==> config.mk <==
export PLATFORM = sky130hd
export DESIGN_NAME = dma_copy_master_flat
export DESIGN_NICKNAME = d
export VERILOG_FILES = /design/src/rtl/dma_copy_master_if.sv /design/src/rtl/dma_copy_master.sv /design/src/flat_wrapper.sv
export SDC_FILE = /design/constraint.sdc
export NUM_CORES = 1
export LEC_CHECK = 0
export ABC_AREA = 1
export CAP_MARGIN = 0
export CORE_MARGIN = 2
export CORE_UTILIZATION = 45
export CTS_BUF_LIST = sky130_fd_sc_hd__clkbuf_16
export DETAILED_ROUTE_END_ITERATION = 6
export GPL_ROUTABILITY_DRIVEN = 0
export PLACE_DENSITY = 0.72
export SYNTH_ARGS = -nofsm -noshare
export SYNTH_HDL_FRONTEND = slang
export SYNTH_SLANG_ARGS = --single-unit
export TNS_END_PERCENT = 5
==> constraint.sdc <==
create_clock -name clk -period 2.4 [get_ports clk]
set_clock_uncertainty 0.05 [all_clocks]
set_input_delay 0.48 -clock clk [delete_from_list [all_inputs] [get_ports clk]]
set_output_delay 0.48 -clock clk [all_outputs]
set_load 0.03 [all_outputs]
==> src/rtl/dma_copy_master_if.sv <==
// Shared single-port bus between the copy master and a memory-mapped slave.
// ttype encodes READ as 0 and WRITE as 1; tsize 2'b10 means a 32-bit word.
interface dma_copy_master_if #(
  parameter int unsigned ADDR_W = 32
);
  logic              ss;
  logic              ttype;
  logic [ADDR_W-1:0] addr;
  logic [31:0]       wdata;
  logic [1:0]        tsize;
  logic [31:0]       rdata;
  logic              bdone;

  modport master (
    output ss, ttype, addr, wdata, tsize,
    input  rdata, bdone
  );

  modport slave (
    input  ss, ttype, addr, wdata, tsize,
    output rdata, bdone
  );
endinterface

==> src/rtl/dma_copy_master.sv <==
// Word-by-word memory copy engine: each word is one READ transfer followed by
// one WRITE transfer on a shared bus port, with an optional per-transfer timeout.
module dma_copy_master #(
  parameter int unsigned ADDR_W  = 32,
  parameter int unsigned LEN_W   = 16,
  parameter int unsigned TIMEOUT = 255
) (
  input  logic              clk,
  input  logic              rst_n,
  input  logic              cfg_start,
  input  logic [ADDR_W-1:0] cfg_src,
  input  logic [ADDR_W-1:0] cfg_dst,
  input  logic [LEN_W-1:0]  cfg_len,
  output logic              busy,
  output logic              done,
  output logic              err,
  output logic [LEN_W-1:0]  words_left,
  dma_copy_master_if.master bus
);

  localparam logic TtRead  = 1'b0;
  localparam logic TtWrite = 1'b1;
  localparam int unsigned WaitW = (TIMEOUT > 1) ? $clog2(TIMEOUT + 1) : 1;
  localparam logic [WaitW-1:0] WaitLast = (TIMEOUT > 0) ? WaitW'(TIMEOUT - 1) : '0;

  typedef enum logic [2:0] {StIdle, StRd, StWr, StFin, StAbort} state_e;

  state_e            state_q;
  logic [ADDR_W-1:0] src_q, dst_q, addr_q;
  logic [31:0]       wdata_q;
  logic [WaitW-1:0]  wait_q;
  logic              ss_q, ttype_q;
  logic              timeout_hit;

  // The transfer in flight has already waited TIMEOUT-1 cycles and is stalled again.
  assign timeout_hit = (TIMEOUT != 0) && !bus.bdone && (wait_q == WaitLast);

  assign bus.ss    = ss_q;
  assign bus.ttype = ttype_q;
  assign bus.addr  = addr_q;
  assign bus.wdata = wdata_q;
  assign bus.tsize = 2'b10;

  always_ff @(posedge clk or negedge rst_n) begin
    if (!rst_n) begin
      state_q    <= StIdle;
      src_q      <= '0;
      dst_q      <= '0;
      addr_q     <= '0;
      wdata_q    <= '0;
      wait_q     <= '0;
      ss_q       <= 1'b0;
      ttype_q    <= TtRead;
      busy       <= 1'b0;
      done       <= 1'b0;
      err        <= 1'b0;
      words_left <= '0;
    end else begin
      done <= 1'b0;
      err  <= 1'b0;
      unique case (state_q)
        StIdle: begin
          if (cfg_start) begin
            if ((cfg_src[1:0] | cfg_dst[1:0]) != 2'b00) begin
              state_q <= StAbort;
              err     <= 1'b1;
            end else if (cfg_len == '0) begin
              state_q <= StFin;
              done    <= 1'b1;
            end else begin
              state_q    <= StRd;
              busy       <= 1'b1;
              ss_q       <= 1'b1;
              ttype_q    <= TtRead;
              addr_q     <= cfg_src;
              src_q      <= cfg_src;
              dst_q      <= cfg_dst;
              words_left <= cfg_len;
              wait_q     <= '0;
            end
          end
        end
        StRd, StWr: begin
          if (bus.bdone) begin
            wait_q <= '0;
            if (state_q == StRd) begin
              wdata_q <= bus.rdata;
              state_q <= StWr;
              ttype_q <= TtWrite;
              addr_q  <= dst_q;
            end else begin
              src_q      <= src_q + ADDR_W'(4);
              dst_q      <= dst_q + ADDR_W'(4);
              words_left <= words_left - LEN_W'(1);
              ttype_q    <= TtRead;
              if (words_left == LEN_W'(1)) begin
                state_q <= StFin;
                done    <= 1'b1;
                busy    <= 1'b0;
                ss_q    <= 1'b0;
              end else begin
                state_q <= StRd;
                addr_q  <= src_q + ADDR_W'(4);
              end
            end
          end else if (timeout_hit) begin
            state_q <= StAbort;
            err     <= 1'b1;
            busy    <= 1'b0;
            ss_q    <= 1'b0;
            ttype_q <= TtRead;
          end else begin
            wait_q <= wait_q + WaitW'(1);
          end
        end
        StFin, StAbort: state_q <= StIdle;
        default:        state_q <= StIdle;
      endcase
    end
  end

endmodule
==> src/flat_wrapper.sv <==
// flat-port wrapper written by rule: the top's interface ports become plain ports
module dma_copy_master_flat 
#(
  parameter int unsigned ADDR_W  = 32,
  parameter int unsigned LEN_W   = 16,
  parameter int unsigned TIMEOUT = 255
)
  (clk, rst_n, cfg_start, cfg_src, cfg_dst, cfg_len, busy, done, err, words_left, bus_ss, bus_ttype, bus_addr, bus_wdata, bus_tsize, bus_rdata, bus_bdone);
  dma_copy_master_if #(.ADDR_W(ADDR_W)) bus_i ();
  input  logic clk;
  input  logic rst_n;
  input  logic cfg_start;
  input  logic [ADDR_W-1:0] cfg_src;
  input  logic [ADDR_W-1:0] cfg_dst;
  input  logic [LEN_W-1:0] cfg_len;
  output logic busy;
  output logic done;
  output logic err;
  output logic [LEN_W-1:0] words_left;
  output wire logic [$bits(bus_i.ss)-1:0] bus_ss;
  output wire logic [$bits(bus_i.ttype)-1:0] bus_ttype;
  output wire logic [$bits(bus_i.addr)-1:0] bus_addr;
  output wire logic [$bits(bus_i.wdata)-1:0] bus_wdata;
  output wire logic [$bits(bus_i.tsize)-1:0] bus_tsize;
  input wire logic [$bits(bus_i.rdata)-1:0] bus_rdata;
  input wire logic [$bits(bus_i.bdone)-1:0] bus_bdone;
  assign bus_ss = bus_i.ss;
  assign bus_ttype = bus_i.ttype;
  assign bus_addr = bus_i.addr;
  assign bus_wdata = bus_i.wdata;
  assign bus_tsize = bus_i.tsize;
  assign bus_i.rdata = bus_rdata;
  assign bus_i.bdone = bus_bdone;
  dma_copy_master #(.ADDR_W(ADDR_W), .LEN_W(LEN_W), .TIMEOUT(TIMEOUT)) u_core (.clk(clk), .rst_n(rst_n), .cfg_start(cfg_start), .cfg_src(cfg_src), .cfg_dst(cfg_dst), .cfg_len(cfg_len), .busy(busy), .done(done), .err(err), .words_left(words_left), .bus(bus_i));
endmodule
**Word-level counts from Yosys, hierarchy flattened**

Cells that the tools add are included.
W data, S select, Z words.

- Add/sub/neg operators: 4
- Equality and inequality tests: 14
- Muxes and demuxes: 62
- Bitwise operators: 1
- Reductions and logical operators: 14

Operators by type and width:

| cell | number |
|---|---|
| $mux W32 | 13 |
| $pmux W32 S2 | 3 |
| $mux W16 | 5 |
| $add A32 B3 Y32 const B | 2 |
| $mux W8 | 5 |
| $pmux W16 S2 | 1 |
| $mux W1 | 22 |
| $eq A16 B1 Y1 const B | 1 |
| $logic_not A16 Y1 | 1 |
| $pmux W8 S2 | 1 |
| $sub A16 B1 Y16 const B | 1 |
| $mux W3 | 5 |
| $reduce_and A6 Y1 | 2 |
| $ne A2 B2 Y1 const B | 5 |
| $reduce_and A5 Y1 | 2 |
| $ne A3 B2 Y1 const B | 3 |
| $add A8 B1 Y8 const B | 1 |
| $eq A8 B8 Y1 const B | 1 |
| $pmux W1 S2 | 4 |
| $reduce_and A7 Y1 | 1 |
| $ne A3 B3 Y1 const B | 2 |
| $pmux W3 S2 | 1 |
| $mux W2 | 2 |
| $reduce_bool A2 Y1 | 2 |
| other kinds (9) | 9 |

- Bits in registers: 159
- Input port bits: 116
- Word-level logic and storage cells: 106

**Longest topological paths before layout**

Gate-level depths: netlist of run 1.

- Depth after elaboration: 5
- Depth in mapped cells: 13
- Mapped depth without buffers: 12

**Worst setup path after synthesis of run 1**

OpenSTA, ideal clock, no wires.

- Path type: input port to flip-flop
- Start point: input bus_bdone
- End point: register u_core.words_left[6]
- Arrival time: 1632 ps
- Data required time: 2226 ps
- Setup slack: 594 ps
- Cell stages on the path: 12
- Path buffers: 3
- Path through: clkbuf_1 inv_1 nand2_1 nand2_1 inv_2 nand2_1 nor2_4 buf_6 buf_4 nand2_1 nand2_1 nand2_1

- Longest elaborated chain between the ends: 2

Ends and longest elaborated chain:

| what | RTL line | source |
|---|---|---|
| start, declared | flat_wrapper.sv:26 | `input wire logic [$bits(bus_i.bdone)-1:0] bus_bdone;` |
| $ne A2 B2 Y1 (no line) | n/a |  |
| $reduce_and A6 Y1 (no line) | n/a |  |
| end signal, assigned | dma_copy_master.sv:78 | `words_left <= cfg_len;` |
| end signal, assigned | dma_copy_master.sv:94 | `words_left <= words_left - LEN_W'(1);` |
| end, declared | dma_copy_master.sv:17 | `output logic [LEN_W-1:0] words_left,` |

No other way between the ends.
A chain may end at the register's enable or synchronous reset.

**Worst setup path in the final report of run 1**

- Start point: register u_core.words_left[7]
- End point: output words_left[7]

RTL lines:

| what | RTL line | source |
|---|---|---|
| end, declared | flat_wrapper.sv:19 | `output logic [LEN_W-1:0] words_left;` |

No word-level cell between the ends.

==> flow_results.xml, run 1 <==
<?xml version="1.0" encoding="UTF-8"?>
<metrics>
  <group name="status">
    <metric name="outcome" unit="">finished clean</metric>
  </group>
  <group name="setup_path">
    <metric name="crit_chain" unit="">clkdlybuf4s50_1</metric>
    <metric name="cp_slowest_cell" unit="">sky130_fd_sc_hd__clkdlybuf4s50_1</metric>
    <metric name="path_max_fanout" unit="">6</metric>
    <metric name="crit_path_buf_inv_count" unit="">1</metric>
    <metric name="critical_path_arrival" unit="ps">1610</metric>
    <metric name="critical-path-max-stage-delay" unit="ps">710</metric>
    <metric name="required" unit="ps">1870</metric>
    <metric name="worst-setup-path-type" unit="">reg -&gt; out</metric>
    <metric name="worst_path_dominant_cell_family" unit="">buffers and inverters</metric>
    <metric name="worst_setup_path_start_kind" unit="">flip-flop</metric>
    <metric name="setup.worst_path.end_class" unit="">primary output</metric>
  </group>
  <group name="floorplanning">
    <metric name="placeableCoreArea" unit="sq mm">0.02115</metric>
    <metric name="start_util" unit="">0.4606</metric>
    <metric name="row_count" unit="">53</metric>
    <metric name="die-area" unit="sq mm">0.02285</metric>
    <metric name="num_io_pins" unit="">203</metric>
    <metric name="die_width" unit="um">151.2</metric>
    <metric name="dieHeight" unit="um">151.2</metric>
  </group>
  <group name="clocking">
    <metric name="clock_tree.htree_level_count" unit="">4</metric>
    <metric name="cts.root.buffer_cell" unit="">sky130_fd_sc_hd__clkbuf_16</metric>
    <metric name="cts.reportedPaths.clkPinSlew" unit="ps">90</metric>
    <metric name="numCtsBuffers" unit="">17</metric>
    <metric name="clk-insertion-delay-late" unit="ps">440</metric>
    <metric name="clk_path_buf_depth" unit="">2</metric>
    <metric name="cts.sinks" unit="">159</metric>
    <metric name="tritoncts" unit="">yes</metric>
  </group>
  <group name="route">
    <metric name="drt_drc_violations_left" unit="">0</metric>
    <metric name="wirelength" unit="um">29430</metric>
    <metric name="dr_total_vias" unit="">9870</metric>
    <metric name="avgRoutedWirePerCell" unit="um">15.34</metric>
    <metric name="initialDrtViolationCount" unit="">664</metric>
    <metric name="first_pass_iters" unit="">7</metric>
    <metric name="ant_nets" unit="">0</metric>
    <metric name="detail_route.vias_per_cell" unit="">5.143</metric>
  </group>
  <group name="timing">
    <metric name="part_of_the_cycle_the_worst_path_needs" unit="">0.8929</metric>
    <metric name="layout_min_cycle_time" unit="ps">2143</metric>
    <metric name="timing.final.hold_violations" unit="">0</metric>
    <metric name="fmax" unit="MHz">466.6</metric>
    <metric name="finalMaxSlewViolations" unit="">0</metric>
    <metric name="setup_total_negative_slack" unit="ps">0</metric>
    <metric name="grt_setup_unrepaired" unit="">no</metric>
    <metric name="setup_viol" unit="">0</metric>
  </group>
  <group name="yosys">
    <metric name="synthTopCellsByCount" unit="">568 x sky130_fd_sc_hd__nand2_1, 159 x sky130_fd_sc_hd__dfrtp_1, 148 x sky130_fd_sc_hd__inv_1</metric>
    <metric name="yosys.cell_types.count" unit="">37</metric>
    <metric name="syn-cell-area" unit="sq mm">0.009744</metric>
    <metric name="synth_top_cells_by_area" unit="">sky130_fd_sc_hd__dfrtp_1 41%, sky130_fd_sc_hd__nand2_1 22%, sky130_fd_sc_hd__nand3_1 6.4%</metric>
    <metric name="synthCells" unit="">1440</metric>
    <metric name="syn_nets" unit="">1562</metric>
    <metric name="post-synth-top-area-fraction" unit="">0.4083</metric>
    <metric name="synth.avg_cell_area" unit="sq um">6.767</metric>
    <metric name="yosysMostFrequentCell" unit="">sky130_fd_sc_hd__nand2_1</metric>
    <metric name="synth_edf_count" unit="">0</metric>
    <metric name="ys_seq_area_frac" unit="">0.4083</metric>
    <metric name="synthDominantAreaCellType" unit="">sky130_fd_sc_hd__dfrtp_1</metric>
    <metric name="asyncSetResetFlopFracSynth" unit="">1.000</metric>
    <metric name="synth-seq-cells" unit="">159</metric>
    <metric name="dominantRegCellSynth" unit="">sky130_fd_sc_hd__dfrtp_1</metric>
    <metric name="synth-warning-count" unit="">0</metric>
  </group>
  <group name="worst_hold_path">
    <metric name="hold_path_class" unit="">reg -&gt; reg</metric>
  </group>
  <group name="power_and_ir_drop">
    <metric name="power.density_cell_area" unit="mW/mm^2">1225</metric>
    <metric name="ir_drop" unit="uV">770.8</metric>
    <metric name="power.static_leakage" unit="nW">6.069</metric>
  </group>
  <group name="global_routing">
    <metric name="via_count_of_the_first_global_routing_pass" unit="">9614</metric>
    <metric name="grt.total_usage" unit="">0.2641</metric>
    <metric name="grt_start_max_net_pins" unit="">83</metric>
    <metric name="grt_ovf" unit="">0</metric>
    <metric name="grt_first_pass_wirelength" unit="um">47470</metric>
    <metric name="antenna_found_initial" unit="">0</metric>
  </group>
  <group name="finish">
    <metric name="n_antenna_cell" unit="">0</metric>
    <metric name="area_delta_synth_final" unit="%">31.13</metric>
    <metric name="fin_nets" unit="">1753</metric>
    <metric name="finalNonFillerCells" unit="">1919</metric>
    <metric name="finish.utilization" unit="">0.6040</metric>
    <metric name="post_route_cells_drive_above_1_share" unit="">0.07238</metric>
    <metric name="fill_count" unit="">2005</metric>
  </group>
  <group name="placement">
    <metric name="dp.final_hpwl" unit="um">21530</metric>
    <metric name="port_bufs" unit="">200</metric>
    <metric name="placed_cells_incl_taps" unit="">1886</metric>
  </group>
  <group name="job">
    <metric name="max_cap_viol_count" unit="">0</metric>
  </group>
</metrics>
-- registers in the layout (all words and copies together) (netlist names), 3 cells and up --
name	cells
u_core.src_q	32
u_core.wait_q	8
u_core.words_left	16
u_core.dst_q	32
u_core.bus.wdata	32
u_core.bus.addr	32
u_core.state_q	3
-- cell usage in the layout (no fill, tap or decap), types with 5 or more instances in the layout --
cell                              count
sky130_fd_sc_hd__clkinv_8             7
sky130_fd_sc_hd__o221ai_1             6
sky130_fd_sc_hd__nor3_1               8
sky130_fd_sc_hd__nand3b_1             6
sky130_fd_sc_hd__nand3_1            124
sky130_fd_sc_hd__o21ai_0             90
sky130_fd_sc_hd__nand4_1              5
sky130_fd_sc_hd__ha_1                 6
sky130_fd_sc_hd__buf_12               9
sky130_fd_sc_hd__clkdlybuf4s50_1    199
sky130_fd_sc_hd__dfrtp_1            159
sky130_fd_sc_hd__nand2_1            568
sky130_fd_sc_hd__nor2_1             143
sky130_fd_sc_hd__or2_2               19
sky130_fd_sc_hd__inv_2                5
sky130_fd_sc_hd__mux2_2              32
sky130_fd_sc_hd__clkbuf_16           17
sky130_fd_sc_hd__o21ai_1             20
sky130_fd_sc_hd__buf_4               16
sky130_fd_sc_hd__xor2_1              16
sky130_fd_sc_hd__inv_1              148
-- cell type report --
type                    count  area [sq um]  share of cell area
clock inverters            15         219.0             0.01714
flip-flops and latches    159          3979              0.3114
inverters                 153         574.3             0.04495
clock buffers              17         425.4             0.03329
repair buffers            226          2313              0.1811
well taps                 275         344.1             0.02693
multi-input cells        1074          4922              0.3852
-- logic make-up after synthesis --
kind of cell               after synthesis  synth area share
xor gates and xnor gates                20           0.01798
adders and majority gates                6          0.007704
buffers and inverters                  207           0.08654
other                                    2         0.0007707
DFF                                    159            0.4083
and+or+nand+nor                        883            0.3699
AOI/OAI and AO/OA                      131           0.07178
muxes                                   32           0.03698
-- worst register-to-register path, cell delays in order, from the launching register on --
cell	delay, ps
sky130_fd_sc_hd__dfrtp_1	380
sky130_fd_sc_hd__inv_1	60
sky130_fd_sc_hd__nand3b_1	160
sky130_fd_sc_hd__nand2_2	120
sky130_fd_sc_hd__inv_2	100
sky130_fd_sc_hd__buf_12	320
sky130_fd_sc_hd__o21ai_1	240
sky130_fd_sc_hd__nor2_2	380
sky130_fd_sc_hd__nand3_1	120
sky130_fd_sc_hd__o21ai_0	90
-- layer usage --
layer  wire length [um]  part of all wire  global-route usage  up-vias
li1                   -                 -                   -     4885
met1              12490              0.42              0.3417     4630
met2              14540              0.49              0.4573      317
met3               1828             0.062             0.05090       38
met4                567             0.019             0.06402        0
met5                  0                 0                   0        -
-- what timing repair did --
| action | 4_1_cts | 5_1_grt |
|---|---|---|
| buffers inserted | 0 | 0 |
| resized for setup | 0 | 0 |
| endpoints found under the hold margin | 38 | 0 |
| hold buffers | 1 | 0 |
-- power by group --
part,total (mW),switching [mW],internal [mW]
Combinational,7.71,4.73,2.99
Clock,2.92,1.46,1.46
Sequential,5.03,1.09,3.93
Total,15.7,7.28,8.38
-- final timing paths --
check	end	slack, ps	depth (start not counted)	start
max in group asynchronous	u_core.src_q[7]	1120	3	rst_n
hold reg to reg	u_core.bus.addr[13]	430	2	u_core.bus.addr[13]
setup reg to reg	u_core.wait_q[2]	290	9	u_core.state_q[1]
hold / removal	u_core.bus.addr[13]	430	2	u_core.bus.addr[13]
min in group asynchronous	u_core.dst_q[28]	480	2	rst_n
setup / recovery	words_left[7]	260	1	u_core.words_left[7]
-- stage by stage --
| step | power, mW | cell area, sq um | hold WS, ps | setup slack, ps |
|---|---|---|---|---|
| 6_report | 15.66 | 12780 | 429.5 | 257.0 |
| 5_1_grt | 16.74 | 12780 | 459.6 | 19.20 |
| 4_1_cts | 15.72 | 12780 | 434.2 | 243.8 |
| 3_5_place_dp | 12.74 | 12120 | 386.1 | 85.65 |
| 3_3_place_gp | 12.57 | 12120 | 386.7 | 121.9 |
| 2_1_floorplan | 9.728 | 9744 | 134.4 | 593.8 |
No activity file was read; power rests on OpenSTA's default activity.
==> inputs of run 2 (changes only) <==
--- a/config.mk
+++ b/config.mk
@@ -11,8 +11,8 @@
 export CORE_UTILIZATION = 45
 export CTS_BUF_LIST = sky130_fd_sc_hd__clkbuf_16
 export DETAILED_ROUTE_END_ITERATION = 6
+export DONT_BUFFER_PORTS = 1
 export GPL_ROUTABILITY_DRIVEN = 0
-export PLACE_DENSITY = 0.72
 export SYNTH_ARGS = -nofsm -noshare
 export SYNTH_HDL_FRONTEND = slang
 export SYNTH_SLANG_ARGS = --single-unit
==> flow_results.xml, run 2 (synthesized netlist as in run 1, its figures left out) <==
<?xml version="1.0" encoding="UTF-8"?>
<metrics>
  <group name="status">
    <metric name="outcome" unit="">finished, violations left</metric>
    <metric name="failed_checks" unit="">negative hold slack</metric>
  </group>
  <group name="setup_path">
    <metric name="required" unit="ps">2700</metric>
    <metric name="path_max_fanout" unit="">86</metric>
    <metric name="cp_slowest_cell" unit="">sky130_fd_sc_hd__buf_4</metric>
    <metric name="worst_setup_path_start_kind" unit="">flip-flop</metric>
    <metric name="crit_chain" unit="">nor2_1 &gt; nand2_1 &gt; nand2_2 &gt; buf_4 &gt; nor2_1 &gt; a31oi_1 &gt; nand2_1 &gt; o21ai_0</metric>
    <metric name="setup.worst_path.end_class" unit="">flip-flop</metric>
    <metric name="crit_path_buf_inv_count" unit="">1</metric>
    <metric name="critical-path-max-stage-delay" unit="ps">720</metric>
    <metric name="worst-setup-path-type" unit="">reg -&gt; reg</metric>
    <metric name="worst_path_dominant_cell_family" unit="">buffers and inverters</metric>
    <metric name="critical_path_arrival" unit="ps">2500</metric>
  </group>
  <group name="global_routing">
    <metric name="grt.total_usage" unit="">0.2534</metric>
    <metric name="grt_first_pass_wirelength" unit="um">44760</metric>
    <metric name="via_count_of_the_first_global_routing_pass" unit="">8662</metric>
    <metric name="grt_ovf" unit="">0</metric>
    <metric name="grt_start_max_net_pins" unit="">160</metric>
    <metric name="antenna_found_initial" unit="">0</metric>
  </group>
  <group name="route">
    <metric name="first_pass_iters" unit="">6</metric>
    <metric name="drt_drc_violations_left" unit="">0</metric>
    <metric name="initialDrtViolationCount" unit="">728</metric>
    <metric name="ant_nets" unit="">0</metric>
    <metric name="dr_total_vias" unit="">9097</metric>
    <metric name="wirelength" unit="um">28510</metric>
    <metric name="avgRoutedWirePerCell" unit="um">16.54</metric>
    <metric name="detail_route.vias_per_cell" unit="">5.277</metric>
  </group>
  <group name="finish">
    <metric name="area_delta_synth_final" unit="%">9.964</metric>
    <metric name="layout_common_cells" unit="">568 x sky130_fd_sc_hd__nand2_1, 159 x sky130_fd_sc_hd__dfrtp_1, 148 x sky130_fd_sc_hd__inv_1, 143 x sky130_fd_sc_hd__nor2_1, 124 x sky130_fd_sc_hd__nand3_1</metric>
    <metric name="post_route_cells_drive_above_1_share" unit="">0.08558</metric>
    <metric name="n_antenna_cell" unit="">0</metric>
    <metric name="fill_count" unit="">2164</metric>
    <metric name="most_frequent_standard_cell_in_the_layout_excluding_fill_and_tap_cells" unit="">sky130_fd_sc_hd__nand2_1</metric>
    <metric name="fin_nets" unit="">1558</metric>
    <metric name="finish.utilization" unit="">0.5065</metric>
  </group>
  <group name="power_and_ir_drop">
    <metric name="power.static_leakage" unit="nW">5.281</metric>
    <metric name="power.density_cell_area" unit="mW/mm^2">1309</metric>
    <metric name="ir_drop" unit="uV">724.3</metric>
  </group>
  <group name="clocking">
    <metric name="cts.root.buffer_cell" unit="">sky130_fd_sc_hd__clkbuf_16</metric>
    <metric name="cts.reportedPaths.clkPinSlew" unit="ps">80</metric>
    <metric name="numCtsBuffers" unit="">17</metric>
    <metric name="clk_path_buf_depth" unit="">2</metric>
    <metric name="tritoncts" unit="">yes</metric>
    <metric name="clk-insertion-delay-late" unit="ps">440</metric>
    <metric name="cts.sinks" unit="">159</metric>
    <metric name="clock_tree.htree_level_count" unit="">4</metric>
    <metric name="number_of_setup_buffers_added_after_cts" unit="">0</metric>
  </group>
  <group name="timing">
    <metric name="fmax" unit="MHz">454.0</metric>
    <metric name="setup_total_negative_slack" unit="ps">0</metric>
    <metric name="worst_slew_margin_rel" unit="">0.3653</metric>
    <metric name="layout_min_cycle_time" unit="ps">2202</metric>
    <metric name="finalMaxSlewViolations" unit="">0</metric>
    <metric name="part_of_the_cycle_the_worst_path_needs" unit="">0.9177</metric>
    <metric name="worst_pin_slew" unit="ps">952.1</metric>
    <metric name="timing.final.hold_violations" unit="">159</metric>
    <metric name="setup_viol" unit="">0</metric>
    <metric name="grt_setup_unrepaired" unit="">no</metric>
    <metric name="fin_worst_hold_slack" unit="ps">-319.2</metric>
  </group>
  <group name="placement">
    <metric name="dp.final_hpwl" unit="um">20670</metric>
    <metric name="port_bufs" unit="">0</metric>
  </group>
  <group name="floorplanning">
    <metric name="start_util" unit="">0.4606</metric>
    <metric name="die-area" unit="sq mm">0.02285</metric>
    <metric name="num_io_pins" unit="">203</metric>
    <metric name="row_count" unit="">53</metric>
    <metric name="placeableCoreArea" unit="sq mm">0.02115</metric>
    <metric name="die_width" unit="um">151.2</metric>
    <metric name="dieHeight" unit="um">151.2</metric>
  </group>
  <group name="job">
    <metric name="max_cap_viol_count" unit="">0</metric>
  </group>
  <group name="worst_hold_path">
    <metric name="hold_path_class" unit="">in -&gt; async</metric>
  </group>
</metrics>
run 2: final timing paths:
check                                        from                    to  slack [ps]  depth (start not counted)
worst max register to register  u_core.state_q[0]       u_core.dst_q[9]         200                          8
worst min register to register    u_core.src_q[0]       u_core.src_q[0]         440                          2
worst max-delay path            u_core.state_q[0]       u_core.dst_q[9]         200                          8
min in group clk                    bus_rdata[23]  u_core.bus.wdata[23]         130                          1
max in group asynchronous                   rst_n       u_core.dst_q[9]        2240                          0
worst min-delay path                        rst_n      u_core.dst_q[10]        -320                          0
run 2: repair_timing:
| item | CTS | global route |
|---|---|---|
| setup endpoints to repair | 0 | 58 |
| gates resized for setup | 0 | 2 |
| hold endpoints to repair | 159 | 159 |
run 2: layout make-up:
cell class / instances / area (sq um) / area share
multi-input combinational: 1075 / 4928 / 0.4599
sequential: 159 / 3979 / 0.3713
inverter: 153 / 574.3 / 0.05360
clock buffer: 17 / 425.4 / 0.03970
tap: 275 / 344.1 / 0.03211
timing repair buffer: 30 / 257.7 / 0.02405
clock inverter: 15 / 206.4 / 0.01927
run 2: through the flow:
step | cells | hold WS, ps | cell area, sq um | setup slack [ps] | total power [mW]
after floorplan | 1440 | 134.4 | 9744 | 593.8 | 9.728
after global placement | 1691 | 145.1 | 10070 | 190.2 | 11.06
after detailed placement | 1691 | 144.2 | 10070 | 161.3 | 11.17
after CTS | 1723 | -329.1 | 10700 | 127.7 | 14.06
after global routing | 1724 | -334.1 | 10720 | 9.131 | 15.04
final | 1724 | -319.2 | 10720 | 197.6 | 14.02
run 2: layer usage:
| layer | vias up | global-route usage | part of all wire |
|---|---|---|---|
| met5 | - | 0 | 0 |
| met4 | 0 | 0.07103 | 0.021 |
| met3 | 35 | 0.05602 | 0.074 |
| met2 | 323 | 0.4207 | 0.48 |
| met1 | 4237 | 0.3343 | 0.43 |
| li1 | 4502 | - | - |
run 2: where the power goes:
| group | total [mW] | internal [mW] | switching, mW |
|---|---|---|---|
| Clock | 2.85 | 1.44 | 1.42 |
| Combinational | 4.86 | 1.70 | 3.16 |
| Sequential | 6.31 | 3.91 | 2.39 |
| Total | 14.0 | 7.05 | 6.97 |
